--- src/rtl/sha3_pkg.sv ---
// Shared widths, state encoding and the leading-zero mask helper for the
// nonce feeder that drives sha256_3_pipeline.
package sha3_pkg;

    localparam int NONCE_W         = 32;
    localparam int TAIL_W          = 96;
    localparam int DIGEST_W        = 256;
    localparam int BLOCK_W         = 128;
    localparam int PIPE_DEPTH_DEF  = 68;
    localparam int DRAIN_SLACK_DEF = 8;
    localparam int CNT_W           = NONCE_W + 1;

    typedef enum logic [1:0] {
        ST_IDLE,
        ST_ISSUE,
        ST_DRAIN,
        ST_FLUSH
    } feeder_state_t;

    // Ones in the top zero_bits positions; zero_bits = 0 yields an empty mask.
    function automatic logic [DIGEST_W-1:0] lead_mask(input logic [7:0] zero_bits);
        return ~({DIGEST_W{1'b1}} >> zero_bits);
    endfunction

endpackage

--- src/rtl/sha3_hit_check.sv ---
// Difficulty filter: one register stage that forwards a result onto the
// hit outputs when its leading zero_bits digest bits are all clear.
module sha3_hit_check
    import sha3_pkg::*;
(
    input  logic                clk_i,
    input  logic                rst_i,
    input  logic                valid_i,
    input  logic [DIGEST_W-1:0] digest_i,
    input  logic [7:0]          zero_bits_i,
    input  logic [NONCE_W-1:0]  nonce_i,
    output logic                hit_valid_o,
    output logic [NONCE_W-1:0]  hit_nonce_o,
    output logic [DIGEST_W-1:0] hit_digest_o
);

    logic                is_hit;
    logic                hit_valid_q;
    logic [NONCE_W-1:0]  hit_nonce_q;
    logic [DIGEST_W-1:0] hit_digest_q;

    assign is_hit = valid_i && ((digest_i & lead_mask(zero_bits_i)) == '0);

    always_ff @(posedge clk_i) begin
        if (rst_i) begin
            hit_valid_q  <= 1'b0;
            hit_nonce_q  <= '0;
            hit_digest_q <= '0;
        end else begin
            hit_valid_q <= is_hit;
            if (is_hit) begin
                hit_nonce_q  <= nonce_i;
                hit_digest_q <= digest_i;
            end
        end
    end

    assign hit_valid_o  = hit_valid_q;
    assign hit_nonce_o  = hit_nonce_q;
    assign hit_digest_o = hit_digest_q;

endmodule

--- src/rtl/sha3_nonce_feeder.sv ---
// Issues one nonce per clock into sha256_3_pipeline for a latched job and
// matches returning digests back to nonces in issue order.
module sha3_nonce_feeder
    import sha3_pkg::*;
#(
    parameter int PIPE_DEPTH  = PIPE_DEPTH_DEF,
    parameter int DRAIN_SLACK = DRAIN_SLACK_DEF
) (
    input  logic                CLK,
    input  logic                RST,
    input  logic                job_valid,
    output logic                job_ready,
    input  logic [DIGEST_W-1:0] job_initial,
    input  logic [DIGEST_W-1:0] job_midstate,
    input  logic [TAIL_W-1:0]   job_tail,
    input  logic [NONCE_W-1:0]  job_nonce_start,
    input  logic [NONCE_W-1:0]  job_nonce_end,
    input  logic [7:0]          job_zero_bits,
    input  logic                abort,
    output logic                pipe_write_en,
    output logic [DIGEST_W-1:0] pipe_digest_initial,
    output logic [DIGEST_W-1:0] pipe_digest_in,
    output logic [BLOCK_W-1:0]  pipe_block_in,
    input  logic [DIGEST_W-1:0] pipe_digest_out,
    input  logic                pipe_valid_out,
    output logic                hit_valid,
    output logic [NONCE_W-1:0]  hit_nonce,
    output logic [DIGEST_W-1:0] hit_digest,
    output logic                done,
    output logic                done_err,
    output logic                busy
);

    localparam int              LIMIT    = PIPE_DEPTH + DRAIN_SLACK;
    localparam int              TMR_W    = $clog2(LIMIT + 1);
    localparam logic [TMR_W-1:0] TMR_LAST = TMR_W'(LIMIT - 1);

    feeder_state_t       state_q;
    logic [DIGEST_W-1:0] initial_q;
    logic [DIGEST_W-1:0] midstate_q;
    logic [TAIL_W-1:0]   tail_q;
    logic [7:0]          zero_bits_q;
    logic [NONCE_W-1:0]  issue_nonce_q;
    logic [NONCE_W-1:0]  result_nonce_q;
    logic [CNT_W-1:0]    remaining_q;
    logic [CNT_W-1:0]    outstanding_q;
    logic [TMR_W-1:0]    timer_q;
    logic                fin_q;
    logic                err_q;
    logic                done_q;
    logic                done_err_q;

    logic active, wr, res_any, res_ok, proto_err;

    // abort is combinational into the write strobe so it drops the same cycle.
    assign active    = (state_q == ST_ISSUE) || (state_q == ST_DRAIN);
    assign wr        = (state_q == ST_ISSUE) && !abort;
    assign res_any   = active && !abort && pipe_valid_out;
    assign res_ok    = res_any && (outstanding_q != '0);
    assign proto_err = res_any && (outstanding_q == '0);

    always_ff @(posedge CLK) begin
        if (RST) begin
            state_q        <= ST_IDLE;
            initial_q      <= '0;
            midstate_q     <= '0;
            tail_q         <= '0;
            zero_bits_q    <= '0;
            issue_nonce_q  <= '0;
            result_nonce_q <= '0;
            remaining_q    <= '0;
            outstanding_q  <= '0;
            timer_q        <= '0;
            fin_q          <= 1'b0;
            err_q          <= 1'b0;
            done_q         <= 1'b0;
            done_err_q     <= 1'b0;
        end else begin
            done_q        <= 1'b0;
            done_err_q    <= 1'b0;
            outstanding_q <= outstanding_q + CNT_W'(wr) - CNT_W'(res_ok);
            if (res_ok)    result_nonce_q <= result_nonce_q + NONCE_W'(1);
            if (proto_err) err_q <= 1'b1;

            case (state_q)
                ST_IDLE: begin
                    if (job_valid) begin
                        initial_q      <= job_initial;
                        midstate_q     <= job_midstate;
                        tail_q         <= job_tail;
                        zero_bits_q    <= job_zero_bits;
                        issue_nonce_q  <= job_nonce_start;
                        result_nonce_q <= job_nonce_start;
                        // end = start - 1 gives the full 2^32 range via the 33rd bit
                        remaining_q    <= {1'b0, job_nonce_end - job_nonce_start} + CNT_W'(1);
                        outstanding_q  <= '0;
                        timer_q        <= '0;
                        fin_q          <= 1'b0;
                        err_q          <= 1'b0;
                        state_q        <= ST_ISSUE;
                    end
                end
                ST_ISSUE: begin
                    if (abort) begin
                        timer_q <= '0;
                        state_q <= ST_FLUSH;
                    end else begin
                        issue_nonce_q <= issue_nonce_q + NONCE_W'(1);
                        remaining_q   <= remaining_q - CNT_W'(1);
                        if (remaining_q == CNT_W'(1)) begin
                            timer_q <= '0;
                            state_q <= ST_DRAIN;
                        end
                    end
                end
                ST_DRAIN: begin
                    if (abort) begin
                        fin_q   <= 1'b0;
                        timer_q <= '0;
                        state_q <= ST_FLUSH;
                    end else if (fin_q) begin
                        // one cycle after the final result's hit slot
                        fin_q      <= 1'b0;
                        done_q     <= 1'b1;
                        done_err_q <= err_q | proto_err;
                        state_q    <= ST_IDLE;
                    end else if (res_ok && outstanding_q == CNT_W'(1)) begin
                        fin_q <= 1'b1;
                    end else if (res_any) begin
                        timer_q <= '0;
                    end else if (timer_q == TMR_LAST) begin
                        done_q     <= 1'b1;
                        done_err_q <= 1'b1;
                        timer_q    <= '0;
                        state_q    <= ST_FLUSH;
                    end else begin
                        timer_q <= timer_q + TMR_W'(1);
                    end
                end
                ST_FLUSH: begin
                    if (timer_q == TMR_LAST) begin
                        timer_q <= '0;
                        state_q <= ST_IDLE;
                    end else begin
                        timer_q <= timer_q + TMR_W'(1);
                    end
                end
                default: state_q <= ST_IDLE;
            endcase
        end
    end

    sha3_hit_check u_hit (
        .clk_i        (CLK),
        .rst_i        (RST),
        .valid_i      (res_ok),
        .digest_i     (pipe_digest_out),
        .zero_bits_i  (zero_bits_q),
        .nonce_i      (result_nonce_q),
        .hit_valid_o  (hit_valid),
        .hit_nonce_o  (hit_nonce),
        .hit_digest_o (hit_digest)
    );

    assign job_ready           = (state_q == ST_IDLE);
    assign busy                = (state_q != ST_IDLE);
    assign pipe_write_en       = wr;
    assign pipe_block_in       = {tail_q, issue_nonce_q};
    assign pipe_digest_initial = initial_q;
    assign pipe_digest_in      = midstate_q;
    assign done                = done_q;
    assign done_err            = done_err_q;

endmodule

--- config.mk ---
export PLATFORM = sky130hd
export DESIGN_NAME = sha3_nonce_feeder
export DESIGN_NICKNAME = d
export VERILOG_FILES = /design/src/rtl/sha3_pkg.sv /design/src/rtl/sha3_hit_check.sv /design/src/rtl/sha3_nonce_feeder.sv
export SDC_FILE = /design/constraint.sdc
export NUM_CORES = 2
export LEC_CHECK = 0
export ABC_AREA = 0
export CORE_AREA = 2 2 732 734
export CTS_BUF_LIST = sky130_fd_sc_hd__clkbuf_2 sky130_fd_sc_hd__clkbuf_4 sky130_fd_sc_hd__clkbuf_8
export DETAILED_ROUTE_END_ITERATION = 7
export DIE_AREA = 0 0 734 736
export GPL_TIMING_DRIVEN = 0
export PLACE_DENSITY_LB_ADDON = 0.05
export SYNTH_ARGS = -nofsm -noshare
export SYNTH_HDL_FRONTEND = slang
export SYNTH_SLANG_ARGS = --single-unit
--- constraint.sdc ---
create_clock -name CLK -period 5.3 [get_ports CLK]
set_clock_uncertainty 0.1 [all_clocks]
set_input_delay 1.06 -clock CLK [delete_from_list [all_inputs] [get_ports CLK]]
set_output_delay 1.06 -clock CLK [all_outputs]
set_load 0.05 [all_outputs]
==> flow_summary_export.csv <==
group,metric,value,unit
status,outcome,"finished with violations",
status,violations_in_the_final_reports,"max-capacitance violations",
worst_setup_path,worst-path-max-fanout,10,
sta,fmaxAchievable,189.6,MHz
detailed_routing,via_per_inst,3.489,
hold_path,hold_path_depth,2,
sta,setup_slack,0.02540,ns
sta,final-max-slew-violation-count,0,
pwr,p_total,0.03797,W
yosys,syn_area_per_cell,7.960,um2
yosys,synth.top_cell.area_share,45.97,%
worst_setup_path,worstPathArrival,6.04,ns
yosys,synth-warning-count,0,
yosys,cell_area_after_technology_mapping,0.04564,mm2
yosys,most_instantiated_flip_flop_cell_in_the_synthesis_netlist,"sky130_fd_sc_hd__dfxtp_1",
sta,max_slew_margin,0.2193,%
worst_setup_path,critPathLaunchType,"flip-flop",
worst_setup_path,critical_path_required,6.07,ns
sta,timing.final.crit_share,99.52,%
place,dp.final_hpwl,417.9,mm
hold_path,min-delay-path-class,"reg2reg",
yosys,synth_area_leaders,"sky130_fd_sc_hd__dfxtp_1 (46%), sky130_fd_sc_hd__nand2_1 (12%), sky130_fd_sc_hd__a21oi_1 (8.6%)",
detailed_routing,firstDrtPassIters,7,
global_routing,number_of_global_route_vias_before_repair,53123,
clocking,clock-sinks,1048,
clocking,clk-insertion-delay-late,1.07,ns
detailed_routing,post-route-drc-count,0,
sta,final_hold_viol_count,0,
pwr,irDropWorstVdd,0.2318,mV
worst_setup_path,reg2reg_depth,15,
finish,area.growth.synth_to_final,73.43,%
sta,min_period,5.275,ns
global_routing,grt-ovfl-total,0,
detailed_routing,via_count,52907,
detailed_routing,drtAntennaViolNets,0,
die,fp-row-count,268,
finish,design_area,0.07915,mm2
clocking,cts.clk_slew.worst_paths,0.05,ns
global_routing,grt_antenna_before_repair,299,
place,placement.setup.worst_slack,-1.825,ns
die,die_width,734,um
clocking,tritoncts_clock_tree,"yes",
run,timing.max_cap.violations,1,
yosys,asyncSetResetFlopFracSynth,0,%
global_routing,groute.usage.overall,17.29,%
pwr,leakagePower,26.52,nW
yosys,netlist-cell-type-count,79,
clocking,buffer_cell_driving_the_clock_tree_root,"sky130_fd_sc_hd__clkbuf_8",
die,floorplan.core_area,0.5318,mm2
place,detailed_place.area,0.07332,mm2
clocking,maximum_buffer_depth_of_the_clock_tree,4,
worst_setup_path,critical_path.endpoint_type,"flip-flop",
sta,worstMarginPinSlew,1.481,ns
sta,unrepaired_setup_endpoints_after_global_routing,"false",
die,die_area,0.5402,mm2
global_routing,grt_first_pass_wirelength,609.4,mm
yosys,post-synth-top-count-cell,"sky130_fd_sc_hd__nand2_1",
yosys,count_of_flip_flops_with_a_built_in_enable_after_synthesis,0,
die,top_level_ports,1875,
yosys,synth_sequential_area_ratio,45.97,%
pwr,power_density,479.8,mW/mm2
die,dieHeight,736,um
detailed_routing,totalWireLength,489.3,mm
finish,fraction_of_final_layout_cells_with_drive_strength_greater_than_1,7.021,%
sta,setup-violations-final,0,
place,gp_congestion,0.9144,
global_routing,maximum_number_of_pins_on_one_net_before_global_route_repair,13,
place,port_buffers,1873,
detailed_routing,routed_wire_length_per_instance,32.26,um
finish,fin_nets,8916,
worst_setup_path,path_type_of_the_worst_setup_path,"reg2reg",
clocking,cts_htree_levels,5,
yosys,netlist.top_cell.by_area,"sky130_fd_sc_hd__dfxtp_1",
yosys,synth.net_count,6765,
finish,utilization,14.88,%
clocking,cts_buffers,267,
detailed_routing,drtIter0Drc,3050,
yosys,synth-seq-cells,1048,
yosys,synth_commonest_cells,"sky130_fd_sc_hd__nand2_1 (1435), sky130_fd_sc_hd__dfxtp_1 (1048), sky130_fd_sc_hd__a21oi_1 (783)",
die,initial_utilization,8.581,%
yosys,postSynthCellCount,5733,
==> state kept, by name (all words and copies together), names as in the netlist <==
name / cells
zero_bits_q: 8
issue_nonce_q: 32
done: 1
timer_q: 7
err_q: 1
u_hit.hit_valid_o: 1
done_err: 1
u_hit.hit_nonce_o: 32
remaining_q: 33
pipe_digest_initial: 256
pipe_digest_in: 256
tail_q: 96
result_nonce_q: 32
state_q: 2
u_hit.hit_digest_o: 256
fin_q: 1
outstanding_q: 33
==> critical path: stages (launching register included) <==
cell                        delay [ns]
sky130_fd_sc_hd__dfxtp_1          0.38
sky130_fd_sc_hd__buf_2            0.25
sky130_fd_sc_hd__clkbuf_1         0.41
sky130_fd_sc_hd__a21oi_1          0.73
sky130_fd_sc_hd__nor2_1           0.41
sky130_fd_sc_hd__nand3_1          0.22
sky130_fd_sc_hd__o2111ai_1        0.23
sky130_fd_sc_hd__nor4_1           0.33
sky130_fd_sc_hd__nand4_1          0.17
sky130_fd_sc_hd__o41ai_2          0.48
sky130_fd_sc_hd__and4b_1          0.30
sky130_fd_sc_hd__buf_6            0.27
sky130_fd_sc_hd__buf_6            0.27
sky130_fd_sc_hd__buf_8            0.22
sky130_fd_sc_hd__mux2i_1          0.20
sky130_fd_sc_hd__nor2_1           0.06
==> where the power goes <==
| part | internal (W) | switching [W] |
|---|---|---|
| clock | 0.00612 | 0.00505 |
| combinational | 0.00473 | 0.0120 |
| sequential | 0.00912 | 0.000984 |
==> routing by layer <==
metal,track usage [%],part of all wire (%)
met4,4.405,3.1
met1,18.58,37
met5,0,0.26
met3,6.698,9.4
met2,31.51,50
==> logic make-up after synthesis <==
logic type | share of synthesized area, %
and+or+nand+nor | 21.54
muxes | 6.542
buffers and inverters | 4.740
adders and majority gates | 2.528
AOI/OAI and AO/OA | 16.68
xor gates and xnor gates | 1.996
DFF | 45.97
==> cell usage in the layout (no fill, tap or decap), types with 57 or more instances in the layout <==
cell | netlist | layout
sky130_fd_sc_hd__a211oi_1 | 58 | 57
sky130_fd_sc_hd__a21oi_1 | 783 | 783
sky130_fd_sc_hd__clkbuf_1 | 336 | 312
sky130_fd_sc_hd__clkbuf_4 | 0 | 98
sky130_fd_sc_hd__clkbuf_8 | 0 | 315
sky130_fd_sc_hd__clkdlybuf4s50_1 | 0 | 1872
sky130_fd_sc_hd__dfxtp_1 | 1048 | 1048
sky130_fd_sc_hd__diode_2 | 0 | 82
sky130_fd_sc_hd__ha_1 | 89 | 88
sky130_fd_sc_hd__inv_1 | 109 | 108
sky130_fd_sc_hd__mux2i_1 | 296 | 296
sky130_fd_sc_hd__nand2_1 | 1435 | 1435
sky130_fd_sc_hd__nand3_1 | 86 | 86
sky130_fd_sc_hd__nor2_1 | 540 | 536
sky130_fd_sc_hd__o21ai_0 | 181 | 177
==> worst paths after layout <==
| kind | slack, ns | start | to |
|---|---|---|---|
| worst max-delay path | 0.03 | zero_bits_q[4] | u_hit.hit_digest_o[254] |
| worst min register to register | 0.35 | pipe_digest_in[4] | pipe_digest_in[4] |
| worst min-delay path | 0.35 | pipe_digest_in[4] | pipe_digest_in[4] |
| worst max register to register | 0.03 | zero_bits_q[4] | u_hit.hit_digest_o[254] |
==> area by class of cell <==
class,count,area [um2]
antenna,82,205.2
buffer,381,1783
clock buffer,411,5050
clock inverter,36,387.9
fill,60725,452700
inverter,110,412.9
multi-input combinational,4190,22640
sequential,1048,20980
tap,7020,8783
timing repair buffer,1886,18910
==> repair_timing <==
action,in CTS,in global routing
buffers inserted,4,2
pin swaps,2,2
hold buffers,0,0
setup endpoints to repair,314,221
gates resized for setup,27,22
==> stage by stage <==
| step | hold WS, ns | std cells | setup TNS [ns] |
|---|---|---|---|
| finish | 0.3516 | 15164 | 0 |
| global route | 0.2894 | 15094 | 0 |
| CTS | 0.2103 | 15082 | 0 |
| detailed placement | 0.3457 | 14633 | -199.52 |
| global placement | 0.3437 | 14626 | -900.90 |
| floorplan | 0.3213 | 5733 | 0 |
Note: power is estimated with default switching activity, not from simulation.
